==> src/rtl/booth_seq_6.sv <==
// Sequences one shared radix-4 Booth step (booth_6) over 6 digits, MSB-first, to form a signed 12x12->24 product.
// All outputs are registered; with a 1-cycle booth_6 the product appears 13 cycles after start is sampled.
module booth_seq_6 #(
    parameter int WAIT_MAX = 4
) (
    input  logic        clk,
    input  logic        rst_n,
    input  logic        start,
    input  logic [11:0] mult_a,
    input  logic [11:0] mult_b,
    output logic        busy,
    output logic        done,
    output logic        err,
    output logic [23:0] product,
    output logic [2:0]  bs_mult_1,
    output logic [11:0] bs_mult_2,
    output logic [23:0] bs_mult_pre,
    output logic        bs_en,
    input  logic        bs_rdy,
    input  logic [23:0] bs_mult_next
);

    localparam int CW = $clog2(WAIT_MAX + 1);

    typedef enum logic [1:0] {IDLE, ISSUE, WAIT, DONE} state_t;

    state_t      state, state_nx;
    logic [11:0] a_q, a_nx, b_q, b_nx;
    logic [23:0] acc_q, acc_nx;
    logic [2:0]  idx_q, idx_nx;
    logic [CW-1:0] wcnt_q, wcnt_nx;

    logic        busy_nx, done_nx, err_nx, en_nx;
    logic [23:0] product_nx, pre_nx;
    logic [2:0]  m1_nx;
    logic [11:0] m2_nx;

    // Triplet {B[2i+1], B[2i], B[2i-1]} with B[-1] = 0.
    function automatic logic [2:0] triplet(input logic [11:0] b, input logic [2:0] i);
        logic [12:0] ext;
        ext = {b, 1'b0};
        ext = ext >> {i, 1'b0};
        return ext[2:0];
    endfunction

    always_comb begin
        state_nx   = state;
        a_nx       = a_q;
        b_nx       = b_q;
        acc_nx     = acc_q;
        idx_nx     = idx_q;
        wcnt_nx    = wcnt_q;
        done_nx    = 1'b0;
        err_nx     = 1'b0;
        en_nx      = 1'b0;
        product_nx = product;
        pre_nx     = bs_mult_pre;
        m1_nx      = bs_mult_1;
        m2_nx      = bs_mult_2;
        case (state)
            IDLE: begin
                if (start) begin
                    if (mult_a == 12'h800) begin
                        err_nx = 1'b1;
                    end else begin
                        a_nx     = mult_a;
                        b_nx     = mult_b;
                        acc_nx   = '0;
                        idx_nx   = 3'd5;
                        state_nx = ISSUE;
                        en_nx    = 1'b1;
                        m2_nx    = mult_a;
                        pre_nx   = '0;
                        m1_nx    = triplet(mult_b, 3'd5);
                    end
                end
            end
            ISSUE: begin
                state_nx = WAIT;
                wcnt_nx  = '0;
            end
            WAIT: begin
                if (bs_rdy) begin
                    acc_nx = bs_mult_next;
                    if (idx_q == 3'd0) begin
                        state_nx   = DONE;
                        done_nx    = 1'b1;
                        product_nx = bs_mult_next;
                    end else begin
                        // Next issue is registered at the same edge acc updates, so use the incoming value.
                        idx_nx   = idx_q - 3'd1;
                        state_nx = ISSUE;
                        en_nx    = 1'b1;
                        m2_nx    = a_q;
                        pre_nx   = {bs_mult_next[21:0], 2'b00};
                        m1_nx    = triplet(b_q, idx_q - 3'd1);
                    end
                end else if (wcnt_q == CW'(WAIT_MAX - 1)) begin
                    err_nx   = 1'b1;
                    state_nx = IDLE;
                end else begin
                    wcnt_nx = wcnt_q + 1'b1;
                end
            end
            DONE: begin
                state_nx = IDLE;
            end
            default: state_nx = IDLE;
        endcase
        busy_nx = (state_nx != IDLE);
    end

    always_ff @(posedge clk or negedge rst_n) begin
        if (!rst_n) begin
            state       <= IDLE;
            a_q         <= '0;
            b_q         <= '0;
            acc_q       <= '0;
            idx_q       <= '0;
            wcnt_q      <= '0;
            busy        <= 1'b0;
            done        <= 1'b0;
            err         <= 1'b0;
            product     <= '0;
            bs_mult_1   <= '0;
            bs_mult_2   <= '0;
            bs_mult_pre <= '0;
            bs_en       <= 1'b0;
        end else begin
            state       <= state_nx;
            a_q         <= a_nx;
            b_q         <= b_nx;
            acc_q       <= acc_nx;
            idx_q       <= idx_nx;
            wcnt_q      <= wcnt_nx;
            busy        <= busy_nx;
            done        <= done_nx;
            err         <= err_nx;
            product     <= product_nx;
            bs_mult_1   <= m1_nx;
            bs_mult_2   <= m2_nx;
            bs_mult_pre <= pre_nx;
            bs_en       <= en_nx;
        end
    end

endmodule

==> config.mk <==
export PLATFORM = sky130hd
export DESIGN_NAME = booth_seq_6
export DESIGN_NICKNAME = d
export VERILOG_FILES = /design/src/rtl/booth_seq_6.sv
export SDC_FILE = /design/constraint.sdc
export NUM_CORES = 1
export LEC_CHECK = 0
export BUFFER_PORTS_ARGS = -buffer_cell sky130_fd_sc_hd__buf_2
export CAP_MARGIN = 25
export CORE_ASPECT_RATIO = 0.6
export CORE_MARGIN = 3
export CORE_UTILIZATION = 47
export DETAILED_ROUTE_END_ITERATION = 10
export PLACE_DENSITY = 0.76
export RECOVER_POWER = 100
export SYNTH_ARGS = -nofsm -noshare
export SYNTH_HDL_FRONTEND = slang
export SYNTH_SLANG_ARGS = --single-unit
==> constraint.sdc <==
create_clock -name clk -period 1.7 [get_ports clk]
set_input_delay 0.085 -clock clk [delete_from_list [all_inputs] [get_ports clk]]
set_output_delay 0.085 -clock clk [all_outputs]
set_load 0.02 [all_outputs]
[Word level (Yosys, flattened, before mapping)]
Index checks and enable logic that the tools add are counted.
W data, S select, Z words.
Storage, ports and cells
  bits in registers: 99
  input port bits: 52
  output and inout port bits: 67
Operators by class
  add/subtract/negate cells: 2
  equality and inequality tests: 11
  shift operators: 1
  multiplexer cells: 42
  bitwise operators: 1
  reductions and logical operators: 9
Operators by type and width (number)
  $mux W24: 4
  $mux W12: 4
  $pmux W24 S2: 1
  $mux W3: 10
  $pmux W12 S2: 1
  $pmux W3 S2: 3
  $shr A13 B4 Y3: 1
  $eq A12 B12 Y1 const B: 1
  $ne A2 B2 Y1 const B: 6
  $mux W1: 11
  $mux W2: 5
  $reduce_and A3 Y1: 3
  $pmux W2 S4: 1
  $reduce_bool A2 Y1: 3
  $reduce_and A5 Y1: 1
  $eq A2 B2 Y1 const B: 2
  $pmux W1 S2: 2
  $add A3 B1 Y3 const B: 1
  $eq A3 B2 Y1 const B: 1
  $logic_not A3 Y1: 1
  $sub A3 B1 Y3 const B: 1
  $eq A2 B1 Y1 const B: 1
  $logic_not A2 Y1: 1
  $not A1 Y1: 1

[Longest topological paths before layout]
  depth after elaboration: 5
  depth in mapped cells: 10
  depth with buffers taken out: 7

[Least setup slack after synthesis]
No wires, ideal clock.
  kind: register to register
  from: register idx_q[0]
  to: register bs_mult_1[2]
  library setup time: 0.126 ns
  arrival time: 1.756 ns
  slack: -0.181 ns
  stages on the path, launching flop included: 8
  buffers on the path: 2
  cell sequence: dfrtp_1 > buf_2 > inv_1 > ha_1 > clkbuf_1 > mux4_2 > a211oi_1 > o2bb2ai_1
On the way
  longest elaborated chain between the ends: 5
Ends and longest elaborated chain
  start, declared: RTL line 30  | logic [2:0] idx_q, idx_nx;
  start signal, assigned: RTL line 134  | idx_q <= idx_nx;
  $sub A3 B1 Y3: RTL line 96  | m1_nx = triplet(b_q, idx_q - 3'd1);
  $shr A13 B4 Y3: RTL line 42  | ext = ext >> {i, 1'b0};
  $mux W3: RTL line 85  | if (idx_q == 3'd0) begin
  $mux W3: RTL line 83  | if (bs_rdy) begin
  $pmux W3 S2: RTL line 60  | case (state)
  end signal, assigned: RTL line 140  | bs_mult_1 <= m1_nx;
  end, declared: RTL line 15  | output logic [2:0] bs_mult_1,
Several ways; a longest one is shown, not always the timed one. The select of a mux whose other input is x is not followed.
A chain may end at the register's enable or synchronous reset.

[Final worst setup path]
  from: register state[0]
  to: register b_q[1]
On the way
  longest elaborated chain between the ends: 2
Ends and longest elaborated chain
  start, declared: RTL line 27  | state_t state, state_nx;
  start signal, assigned: RTL line 130  | state <= state_nx;
  $logic_not A2 Y1: RTL line 60
  $reduce_and A3 Y1 (no line)
  end signal, assigned: RTL line 132  | b_q <= b_nx;
  end, declared: RTL line 28  | logic [11:0] a_q, a_nx, b_q, b_nx;
No other way between the ends.

==> run summary <==
The flow ran to the end, but the final reports show violations. The checks that failed: negative setup slack. The number of cell rows came out at 25. The TritonCTS clock tree is built.

The count of input and output buffers came out at 116. The area share of the largest cell type after synthesis came out at 0.587. The tree is rooted in a clkbuf_16. The post-synthesis average cell area came out at 11.6 sq um.

The final weighted congestion in routability-driven placement is 0.777. The slowest stage of the critical path belongs to the cell or3b_4. The die covers between 9000 and 10000 sq um. The floorplan step set the die height to 78.7 um. The most used flip-flop cell after synthesis is dfrtp_1. The total number of H-tree levels came out at 3. The net switching power figure is about 4.1 mW. The cell area after synthesis came out at slightly above 4000 sq um. Clock tree synthesis found a total of 97 sinks. The combinational family with the most area after synthesis is multiplexers. The total of max-cap violations came out at 0. The category of the critical setup timing path is flop to flop. Entering global routing, the biggest net connects 55 pins.

Synthesis produced a netlist whose cell count is about 360. The number of buffer and inverter stages on the critical path is 2. The global-route wire length before repair is ~18 mm. The remaining number of nets flagged by the antenna check after routing is 0. The total I/O pin count is around 120. The clock-pin slew reported for the worst setup and hold paths after clock tree synthesis came out at around 0.07 ns.

The average via count per standard cell came out at 5.27. Setup repair after global routing could not meet its margin everywhere. The violation count after the first detailed-routing iteration came out at between 150 and 200. The final cell area excluding filler cells is just under 6000 sq um.

Synthesis instantiated ~40 different standard cells from the library. The share of total power dissipated in sequential elements is 0.351. Sorting the synthesized cells by area gives the leading types as dfrtp_1 59%, mux2_2 13%, nand2_1 6.6%. The worst path required time came out at about 1.9 ns. Of the total synthesized cell area, the portion taken by full adders, half adders and majority gates is 0.0121. Including well taps, the total number of placed cells is about 600. The synthesis warning total came out at 0. The static leakage power came out at 2.74 nW. The TritonCTS buffer count is 9. For this run, design rule violations remaining after detail routing come to 0. The tightest slew margin relative to the limit came out at 0.110. IR analysis of the VDD net gives a maximum drop of approximately 1000 uV. The power density relative to cell area came out at approximately 1800 nW/um^2.

The share of the synthesized netlist area taken by xor and xnor gates is 0.00212. Clock skew on the completed layout was measured at a little over 0.006 ns. The number of synthesized flops with an enable pin is 0.

Across all layers, the routed design uses around 3400 vias. Static timing analysis puts the maximum clock frequency at ~0.55 GHz. The smallest setup slack after layout is -0.115 ns.

The internal power consumption came out at about 6.9 mW. The core box area is about 8200 sq um. The length of the first detailed-routing pass in iterations is 4.

The synthesized-area fraction occupied by and/or/nand/nor cells came out at 0.120. The switching share of total power came out at 0.377. The number of flip-flops and latches in the synthesized netlist is 97. The share of total power dissipated in combinational logic is 0.436. Dividing the detail-routed wire length by the instance count gives between 15 and 20 um. The clock network fraction of total power is 0.213.

By count the netlist is led by 97 x dfrtp_1, 73 x nand2_1, 49 x mux2_2, 26 x o21ai_0, 14 x nor3_1. The final setup violation count is 69. The compound-gate portion of the synthesized area came out at 0.0880. In this run the worst path has a maximum fanout of 9. The worst setup path is captured at a flop. Leaving out filler cells and counting taps, the final layout contains between 600 and 700. The depth of the critical timing path with buffers and inverters included came out at 5. The repair_antennas step left the layout with diodes totalling 0. The initial utilization of the core area, before any placement, comes to 0.505. The total global-route track usage is 0.235.

The number of instances on the worst hold path came out at 2. In this run the horizontal extent of the chip is ~130 um. The number of antenna violations at the first check in global routing is 0. The sequential area share after synthesis came out at 0.587. For this run the aggregate overflow at the end of global routing stands at 0. At the end of the flow the core is filled with cells to 0.727. The cell area reported after detailed placement is approximately 5000 sq um. The proportion of register bits with asynchronous set or reset after synthesis came out at 1.00.

Walking the worst path, the cells encountered are or3b_4 > a31oi_4 > buf_6 > buf_12 > mux2_4. The number of nets in the finished design came out at 592. The filler cells instantiated in the layout total around 640. The maximum buffer depth of the clock tree came out at 2.

The worst-skew pair later-pin latency came out at 0.34 ns. The clock period minus final worst setup slack came out at ~1.8 ns. Data on the critical path arrives at its endpoint at roughly 2.0 ns. The minimum setup slack after placement came out at -0.116 ns.

The pin slew with the least headroom to its limit is roughly 1.3 ns. The top cell family by delay on the critical path is simple AND/OR/NAND/NOR gates. Measured against the total synthesized area, the mux share comes to 0.152. The routed wire length came out at approximately 11 mm. Dividing the final minimum period by the clock period gives 1.07. STA classifies the critical path startpoint as a flop. Of all cell types, the one taking the most synthesized area is dfrtp_1. The area growth from synthesis to final layout came out at 44.1%. Among all cell types in the netlist, the one instantiated most often is dfrtp_1.

The worst hold path belongs to the class input pin to flop. The number of cells on the worst reg-to-reg path is 5. The placed wire-length estimate after detailed placement came out at 7.01 mm. On the worst path, the slowest cell contributes a delay of about 0.42 ns. The share of final-layout standard cells stronger than drive strength 1 came out at 0.320. The number of pins exceeding their max-slew limit in the final report came to 0.

The number of global-route vias before repair is 3660. The number of failing hold endpoints at the final stage came out at 0.
cell type report:
class                           count  area, sq um  share of cell area
Sequential cell                    97         2430               0.407
Multi-Input combinational cell    231         1710               0.288
Timing Repair Buffer              190         1290               0.217
Clock buffer                       10          239              0.0401
Tap cell                          108          135              0.0227
Clock inverter                      6          115              0.0193
Inverter                            6         25.0             0.00420
Timing Repair inverter              1         7.51             0.00126
registers in the layout, indices dropped and copies added (netlist names):
signal	flops
a_q	12
wcnt_q	3
idx_q	3
product	24
busy	1
done	1
bs_mult_2	12
err	1
b_q	12
bs_mult_1	3
state	2
bs_en	1
bs_mult_pre	22
routing by layer:
| metal | wire length (um) | GRT usage |
|---|---|---|
| met1 | 4890 | 0.298 |
| met2 | 5510 | 0.392 |
| met3 | 792 | 0.0755 |
| met4 | 167 | 0.0600 |
| met5 | 0 | 0 |
power by group through the flow:
stage / clock network (mW) / registers, mW / logic, mW
global placement: 0 / 3.79 / 4.14
CTS: 2.39 / 3.83 / 4.71
finish: 2.35 / 3.86 / 4.80
detailed placement: 0 / 3.84 / 4.28
floorplan: 0 / 4.51 / 2.06
global route: 2.50 / 3.98 / 5.21
what timing repair did:
action / CTS / global route
gates cloned: 3 / 1
endpoints found under the setup margin: 64 / 72
pin swaps: 6 / 8
hold buffers: 37 / 0
endpoints found under the hold margin: 80 / 0
resized for setup: 30 / 20
setup buffers: 6 / 3
worst paths after layout:
| kind | startpoint | end | slack, ns |
|---|---|---|---|
| worst max register to register | state[0] | b_q[1] | -0.12 |
| worst min-delay path | mult_a[11] | a_q[11] | 0.01 |
| worst min register to register | product[16] | product[16] | 0.51 |
| worst max-delay path | state[0] | b_q[1] | -0.12 |
| max in group asynchronous | rst_n | bs_mult_pre[16] | 0.18 |
| min in group asynchronous | rst_n | bs_mult_2[2] | 0.56 |
cells by family after synthesis:
family / Yosys count
flops: 97
buf+inv: 31
xor+xnor: 1
simple gates: 110
compound gates: 60
fa+ha+maj: 4
other cells: 1
mux: 54
cell usage in the layout (no fill, tap or decap), types with 2 or more instances in the layout:
master	instances
clkinvlp_4	2
a21oi_1	5
buf_16	2
ha_1	4
buf_2	50
a31oi_1	10
inv_1	5
nand2b_1	3
o22ai_2	2
clkbuf_16	10
dfrtp_1	97
o2bb2ai_2	2
buf_6	7
mux4_2	2
nor3_1	14
dlygate4sd3_1	37
clkinv_4	2
nand2_1	73
o21ai_0	24
o21ai_1	2
a31oi_2	2
conb_1	2
a21o_1	2
buf_8	2
bufinv_16	3
o22ai_4	2
nor4_1	4
nor3b_1	2
clkbuf_1	66
buf_12	4
buf_4	21
mux2_2	33
mux2_4	16
mux2i_1	3
through the flow:
stage / total power [mW] / hold slack (ns) / setup TNS [ns]
after floorplan: 6.57 / -0.211 / -0.736
after global placement: 7.93 / 0.000860 / -0.386
after detailed placement: 8.13 / 0.00663 / -2.88
after CTS: 10.9 / 0.00400 / -0.964
after global routing: 11.7 / 0.000444 / -13.08
final: 11.0 / 0.0150 / -3.55
No activity file was read; power rests on OpenSTA's default activity.
